**src/rtl/res_to_bcd.sv**
```systemverilog
// res_to_bcd: converts a latched unsigned result (with sign and error flag)
// into six BCD digits plus leading-zero blanking, minus sign and error
// indication for a six-digit display. The conversion is a serial
// double-dabble over CONV_BITS cycles; the display outputs only change
// when a conversion completes.
//
// Ports:
//   i_clk     clock, rising edge
//   i_rst_n   asynchronous active-low reset
//   i_start   conversion request, honoured only when idle
//   i_res     unsigned magnitude (WIDTH bits)
//   i_sign    1 = result negative
//   i_err     upstream overflow flag
//   o_busy    conversion in progress
//   o_done    one-cycle pulse when the display outputs are refreshed
//   o_digits  six BCD digits, [23:20] most significant
//   o_blank   leading-zero blanking mask, bit n blanks digit n
//   o_neg     show minus sign
//   o_err     show error indication
module res_to_bcd #(
    parameter int unsigned WIDTH     = 40,
    parameter int unsigned CONV_BITS = 20
) (
    input  logic             i_clk,
    input  logic             i_rst_n,
    input  logic             i_start,
    input  logic [WIDTH-1:0] i_res,
    input  logic             i_sign,
    input  logic             i_err,
    output logic             o_busy,
    output logic             o_done,
    output logic [23:0]      o_digits,
    output logic [5:0]       o_blank,
    output logic             o_neg,
    output logic             o_err
);

    localparam int unsigned CNT_W   = $clog2(CONV_BITS + 1);
    localparam int unsigned NDIG    = 6;
    localparam logic [WIDTH-1:0] MAX_POS = WIDTH'(999999);
    localparam logic [WIDTH-1:0] MAX_NEG = WIDTH'(99999);

    typedef enum logic [1:0] {
        IDLE  = 2'd0,
        SHIFT = 2'd1,
        DONE  = 2'd2
    } state_t;

    state_t                 state_q, state_d;
    logic [CONV_BITS-1:0]   shift_q;
    logic [23:0]            bcd_q;
    logic [CNT_W-1:0]       cnt_q;
    logic                   sign_q;
    logic                   fail_q;

    logic                   range_ok_c;
    logic                   accept_c;
    logic                   last_shift_c;
    logic [23:0]            bcd_adj_c;
    logic [NDIG-1:0]        zero_c;
    logic [5:0]             blank_c;

    // Range check on the live inputs; the negative display has one digit
    // fewer because the sign occupies a position.
    assign range_ok_c   = !i_err &&
                          !(i_sign && (i_res > MAX_NEG)) &&
                          !(!i_sign && (i_res > MAX_POS));
    assign accept_c     = (state_q == IDLE) && i_start;
    assign last_shift_c = (cnt_q == CNT_W'(CONV_BITS - 1));

    // State register
    always_ff @(posedge i_clk or negedge i_rst_n) begin
        if (!i_rst_n) begin
            state_q <= IDLE;
        end else begin
            state_q <= state_d;
        end
    end

    // Next-state logic
    always_comb begin
        state_d = state_q;
        case (state_q)
            IDLE:    if (i_start) state_d = range_ok_c ? SHIFT : DONE;
            SHIFT:   if (last_shift_c) state_d = DONE;
            DONE:    state_d = IDLE;
            default: state_d = IDLE;
        endcase
    end

    // Double-dabble correction: add 3 to every nibble >= 5 before the shift
    always_comb begin
        bcd_adj_c = '0;
        for (int i = 0; i < NDIG; i++) begin
            if (bcd_q[4*i +: 4] >= 4'd5) begin
                bcd_adj_c[4*i +: 4] = bcd_q[4*i +: 4] + 4'd3;
            end else begin
                bcd_adj_c[4*i +: 4] = bcd_q[4*i +: 4];
            end
        end
    end

    // Leading-zero blanking; the units digit is never blanked
    always_comb begin
        zero_c = '0;
        for (int i = 0; i < NDIG; i++) begin
            zero_c[i] = (bcd_q[4*i +: 4] == 4'd0);
        end
        blank_c    = '0;
        blank_c[5] = zero_c[5];
        blank_c[4] = zero_c[5] & zero_c[4];
        blank_c[3] = zero_c[5] & zero_c[4] & zero_c[3];
        blank_c[2] = zero_c[5] & zero_c[4] & zero_c[3] & zero_c[2];
        blank_c[1] = zero_c[5] & zero_c[4] & zero_c[3] & zero_c[2] & zero_c[1];
    end

    // Conversion datapath: capture on accept, one bit per SHIFT cycle
    always_ff @(posedge i_clk or negedge i_rst_n) begin
        if (!i_rst_n) begin
            shift_q <= '0;
            bcd_q   <= '0;
            cnt_q   <= '0;
            sign_q  <= 1'b0;
            fail_q  <= 1'b0;
        end else if (accept_c) begin
            shift_q <= i_res[CONV_BITS-1:0];
            bcd_q   <= '0;
            cnt_q   <= '0;
            sign_q  <= i_sign;
            fail_q  <= !range_ok_c;
        end else if (state_q == SHIFT) begin
            bcd_q   <= {bcd_adj_c[22:0], shift_q[CONV_BITS-1]};
            shift_q <= {shift_q[CONV_BITS-2:0], 1'b0};
            cnt_q   <= cnt_q + CNT_W'(1);
        end
    end

    // Display outputs: refreshed once per conversion while in DONE
    always_ff @(posedge i_clk or negedge i_rst_n) begin
        if (!i_rst_n) begin
            o_busy   <= 1'b0;
            o_done   <= 1'b0;
            o_digits <= '0;
            o_blank  <= 6'b111110;
            o_neg    <= 1'b0;
            o_err    <= 1'b0;
        end else begin
            o_busy <= (state_d != IDLE);
            o_done <= (state_q == DONE);
            if (state_q == DONE) begin
                if (fail_q) begin
                    o_digits <= 24'hFFFFFF;
                    o_blank  <= 6'b000000;
                    o_neg    <= 1'b0;
                    o_err    <= 1'b1;
                end else begin
                    o_digits <= bcd_q;
                    o_blank  <= blank_c;
                    o_neg    <= sign_q && (bcd_q != 24'd0);
                    o_err    <= 1'b0;
                end
            end
        end
    end

endmodule

```
**config.mk**
```make
export PLATFORM = sky130hd
export DESIGN_NAME = res_to_bcd
export DESIGN_NICKNAME = d
export VERILOG_FILES = /design/src/rtl/res_to_bcd.sv
export SDC_FILE = /design/constraint.sdc
export NUM_CORES = 1
export LEC_CHECK = 0
export ABC_AREA = 1
export CAP_MARGIN = 0
export CORE_MARGIN = 3
export CORE_UTILIZATION = 35
export DETAILED_ROUTE_END_ITERATION = 10
export PLACE_DENSITY = 0.56
export SYNTH_ARGS = -nofsm -noshare
export SYNTH_HDL_FRONTEND = slang
export SYNTH_SLANG_ARGS = --single-unit
export TNS_END_PERCENT = 5
```
**constraint.sdc**
```tcl
create_clock -name i_clk -period 3.7 [get_ports i_clk]
set_input_delay 0.925 -clock i_clk [delete_from_list [all_inputs] [get_ports i_clk]]
set_output_delay 0.925 -clock i_clk [all_outputs]
set_load 0.01 [all_outputs]
```
**Yosys cells after proc, flatten, opt, wreduce, memory -nomap -nowiden**

Cells that the tools add are included.

- $add $sub $neg: 7
- Multipliers: 0
- Divide/modulo/power cells: 0
- Magnitude comparators: 8
- Equal/unequal tests: 3
- Shifts and indexed selects: 0
- Muxes and demuxes: 20
- Bitwise gates (word level): 4
- Reductions and logical operators: 20

Operators by type and width:

| kind | count |
|---|---|
| $mux 24 | 3 |
| $gt 40x17->1 const B | 1 |
| $gt 40x20->1 const B | 1 |
| $mux 20 | 2 |
| $ge 4x3->1 const B | 6 |
| $reduce_bool 24->1 | 1 |
| $add 4x2->4 const B | 5 |
| $logic_not 4->1 | 5 |
| $mux 4 | 5 |
| $mux 5 | 2 |
| $logic_and 1x1->1 | 6 |
| $mux 2 | 3 |
| $mux 6 | 1 |
| $add 5x1->5 const B | 1 |
| $eq 5x5->1 const B | 1 |
| $logic_not 1->1 | 5 |
| $and 1x1->1 | 4 |
| $pmux 2 s2 | 1 |
| $reduce_bool 2->1 | 2 |
| $add 3x2->3 const B | 1 |
| $mux 3 | 1 |
| $eq 2x1->1 const B | 1 |
| $eq 2x2->1 const B | 1 |
| $logic_not 2->1 | 1 |
| $mux 1 | 2 |

- Register bits: 87
- Bits in latches: 0
- Memory bits (writable): 0
- Bits in read-only memories: 0
- Input bits: 45
- Output and inout port bits: 34
- Logic and storage cells: 74
- Memories kept: 0

**Logic depth before layout (Yosys ltp)**

- Depth after elaboration: 9
- Depth in mapped cells: 11
- Gate-level depth less buffers: 11

**Worst setup path before layout**

OpenSTA, ideal clock, no wires.

- Kind: input-to-reg
- Start point: input port i_res[29]
- End point: register fail_q
- Library setup time: 0.119 ns
- Data arrival time: 1.687 ns
- Data required time: 3.581 ns
- Setup slack: 1.895 ns
- Cell stages on the path: 11
- Path buffers: 0
- Cells stage by stage: nor2_1 -> nand2_1 -> nor2_1 -> and2_1 -> nand2_1 -> nor2_1 -> nand2_1 -> nand2_1 -> nand2_1 -> nand2_1 -> nand2_1

- Cells in the longest elaborated chain, start to end: 6
- Elaborated cells between the ends (all ways): 9
- Classes of those cells: 2 x order compare; 7 x reduce/logical

Ends and longest elaborated chain:

| element | RTL line | text |
|---|---|---|
| start, declared | 27 | `input logic [WIDTH-1:0] i_res,` |
| $gt 40x17->1 | 66 | `!(i_sign && (i_res > MAX_NEG)) &&` |
| $logic_and 1x1->1 | 66 |  |
| $logic_not 1->1 | 66 |  |
| $logic_and 1x1->1 | 65 | `assign range_ok_c = !i_err &&` |
| $logic_and 1x1->1 * | 66 |  |
| $logic_not 1->1 * | 130 | `fail_q <= !range_ok_c;` |
| end signal, assigned | 130 |  |
| end, declared | 54 | `logic fail_q;` |

Every way passes the cells marked *; elsewhere a longest branch is shown, timed or not.
A chain may end at the register's enable or synchronous reset.

**Worst setup path in the final report**

- Start point: input port i_start
- End point: register shift_q[4]

- Cells in the longest elaborated chain, start to end: 2
- Elaborated cells between the ends (all ways): 3
- Classes of those cells: 1 x mux; 2 x reduce/logical

Ends and longest elaborated chain:

| element | RTL line | text |
|---|---|---|
| start, declared | 26 | `input logic i_start,` |
| $logic_and 1x1->1 * | 68 | `assign accept_c = (state_q == IDLE) && i_start;` |
| $mux 20 or $reduce_bool 2->1 (tied branches) | n/a |  |
| end signal, assigned | 126 | `shift_q <= i_res[CONV_BITS-1:0];` |
| end signal, assigned | 133 | `shift_q <= {shift_q[CONV_BITS-2:0], 1'b0};` |
| end, declared | 50 | `logic [CONV_BITS-1:0] shift_q;` |

Marks and branches as above.

==> out/results.txt <==
Worst Tran Pin Value: 0.766 ns
crit-path max cell delay: 0.47 ns
Combinational Power Share: 0.145
sequential area share after synthesis: 0.510
Post-Syn Instances: 492
vias per cell: 5.01
CP max FO: 35
DIE AREA: 13500 um2
Worst slew margin: 0.489
Overflow after GRT: 0
Seq cells post-synth: 86
final net count: 634
final setup fails: 0
max_cap viols: 0
hpwl dp: 7110 um
area added between synthesis and finish: 29.9%
routed wire length: 10000 um
initial antenna violation count: 0
CTS clk-pin slew, worst paths: 0.06 ns
EDFF count, synth: 0
row cnt: 39
worst hold path class: reg2reg
Final min period: 2.49 ns
maximum vdd drop: 0.241 mV
Root Buffer: clkbuf_16
switching share of power: 0.237
I/O pins: 79
leading cell type in the layout, fill and taps excluded: nand2_1
Synth area leaders: dfrtp_1 (48%), nand2_1 (7.6%), ha_1 (5.6%), nor2_1 (5.4%), inv_1 (5.2%)
CP dominant cell by count: inv_2
fin util: 0.474
fraction of registers with async set/reset: 1.00
Crit Path Class: in2reg
Psw: 0.000594 W
final antenna-violating net count: 0
hold buffers post-CTS: 0
pre-CTS setup slack: 0.825 ns
Max H-tree Level: 3
CP Launch Type: input port
status: complete, no violations
kind of cell adding the most delay to the critical path: buffers and inverters
Starting Density: 0.365
Power Density: 455 nW/um2
Die H: 116 um
largest net degree at the start of global routing: 60
placed cell count: 702
DR pass1 iterations: 4
Die Width: 116 um
WP data arrival: 2.68 ns
Setup TNS Final: 0 ns
DR iter-0 viols: 219
post_cts resized: 0
worst hold path depth: 2
most common flop cell mapped by yosys: dfrtp_1
# fillers: 1134
routed len/inst: 14.0 um
worst setup margin: 1.21 ns
CTS tree: built
WHS Endpoint: o_blank[2]$_DFFE_PN1P_
via count: 3595
total leakage power: 2.44 nW
clock tree buffer depth: 2
synthesized cell area: 4240 um2
Worst-Skew Late Latency: 0.34 ns
Register Area: 2160 um2
Synth top area share: 0.479
Cell Count, Final, Fillers Out: 718
clk_skew: 0.00510 ns
RSZ-0062 raised after global routing: no
first-pass GRT wire length: 17000 um
crit path cell chain: clkdlybuf4s50_1, nand3_1, buf_4, inv_2, nor2_4, inv_2, o221ai_1
cell taking the most area after synthesis: dfrtp_1
Reg2Reg Capture Point: o_blank[1]$_DFFE_PN1P_
Yosys Warn Count: 0
Sink Count: 86
Seq pwr share: 0.433
Fmax: 0.402 GHz
routability cong.: 0.839
max-slew violation count: 0
diode count: 0
Req. time, crit path: 3.89 ns
GRT Util Overall: 0.161
Syn Area/Cell: 8.61 um2
Cell Int Power: 0.00191 W
Worst R2R Path Depth: 7
Synth Net Count: 556
CP endpoint kind: flop
R2R Setup Slk: 1.62 ns
crit path buf inv count: 4
Clock power frac: 0.422
final critical-path share of the clock period: 0.672
# Post-CTS Setup Buffers: 0
core area: 11600 um2
most frequent cells in the layout: nand2_1 (86), dfrtp_1 (81), clkdlybuf4s50_1 (76)
DRC violations left: 0
fraction of layout cells with a size suffix above 1: 0.0800
Worst R2R Start: state_q[1]$_DFF_PN0_
Synth cell types: 31
port bufs: 77
hold path start: o_blank[2]$_DFFE_PN1P_
CP max stage cell: clkdlybuf4s50_1
total CTS buffers: 9
multi-input logic area: 1770 um2
vias in the first global route: 3544
Final Hold Vio Count: 0
[power by group through the flow]
| stage | clock [W] | sequential [W] | combinational [W] |
|---|---|---|---|
| 3_3_place_gp | 0 | 0.00110 | 0.000364 |
| 6_report | 0.00106 | 0.00108 | 0.000363 |
| 3_5_place_dp | 0 | 0.00110 | 0.000369 |
| 2_1_floorplan | 0 | 0.00112 | 0.000125 |
| 4_1_cts | 0.00108 | 0.00108 | 0.000370 |
| 5_1_grt | 0.00112 | 0.00109 | 0.000404 |
[cell type report]
cell class                 count  area share
clock buffer                  11      0.0441
clock inverter                 5      0.0193
inverter                      64      0.0441
multi-input combinational    327       0.321
sequential                    86       0.392
tap                          143      0.0325
timing repair buffer          82       0.146
[worst max-delay path by stage]
stage	start	end	slack [ns]	cells after the start
floorplan	i_res[29]	fail_q$_DFFE_PN0P_	1.89	11
global placement	i_start	shift_q[3]$_DFFE_PN0P_	0.86	7
detailed placement	i_start	shift_q[4]$_DFFE_PN0P_	0.83	7
CTS	i_start	shift_q[4]$_DFFE_PN0P_	1.19	7
global route	i_start	shift_q[13]$_DFFE_PN0P_	1.03	7
finish	i_start	shift_q[4]$_DFFE_PN0P_	1.21	7
[cells by family (layout without fill, tap and decap cells)]
kind of cell / after synthesis / after routing / share of synthesized area
and+or+nand+nor: 196 / 196 / 0.206
AOI/OAI and AO/OA: 109 / 109 / 0.151
DFF: 86 / 86 / 0.510
buffers and inverters: 79 / 162 / 0.0730
adders and majority gates: 19 / 19 / 0.0561
xor gates and xnor gates: 2 / 2 / 0.00414
other: 1 / 1 / 0.000885
[per-stage QoR]
stage	power (W)	cell area, um2	hold WS (ns)
2_1_floorplan	0.00125	4240	0.453
3_3_place_gp	0.00146	5150	0.456
3_5_place_dp	0.00147	5150	0.457
4_1_cts	0.00253	5500	0.469
5_1_grt	0.00261	5500	0.496
6_report	0.00250	5500	0.465
[worst register-to-register path, stage by stage (launching register included)]
cell	delay, ns
dfrtp_1	0.42
inv_2	0.10
nor2_8	0.36
inv_4	0.16
nor2_8	0.39
inv_2	0.07
or3_4	0.40
o21ai_2	0.11
[sequential cells by signal, summed over array words and instances, names as in the netlist]
register / cells
bcd_q: 24
cnt_q: 5
fail_q: 1
o_blank: 5
o_busy: 1
o_digits: 24
o_done: 1
o_err: 1
o_neg: 1
shift_q: 20
sign_q: 1
state_q: 2
[metal layers]
| metal | wire length (um) | global-route usage |
|---|---|---|
| met1 | 4740 | 0.209 |
| met2 | 4660 | 0.261 |
| met3 | 410 | 0.0292 |
| met4 | 231 | 0.0735 |
| met5 | 0 | 0 |
[Yosys cell counts (3+ instances only)]
master / count
dfrtp_1: 81
o32ai_1: 3
nand3_1: 24
inv_2: 4
o221ai_1: 10
clkbuf_1: 5
o22ai_1: 7
buf_2: 5
buf_1: 4
a21oi_1: 39
nand2_1: 86
a22oi_1: 3
inv_1: 59
o211ai_1: 8
or2_2: 9
o21ai_0: 37
nor2_1: 61
nand4_1: 8
dfstp_2: 5
ha_1: 19
No activity file was read; power rests on OpenSTA's default activity.
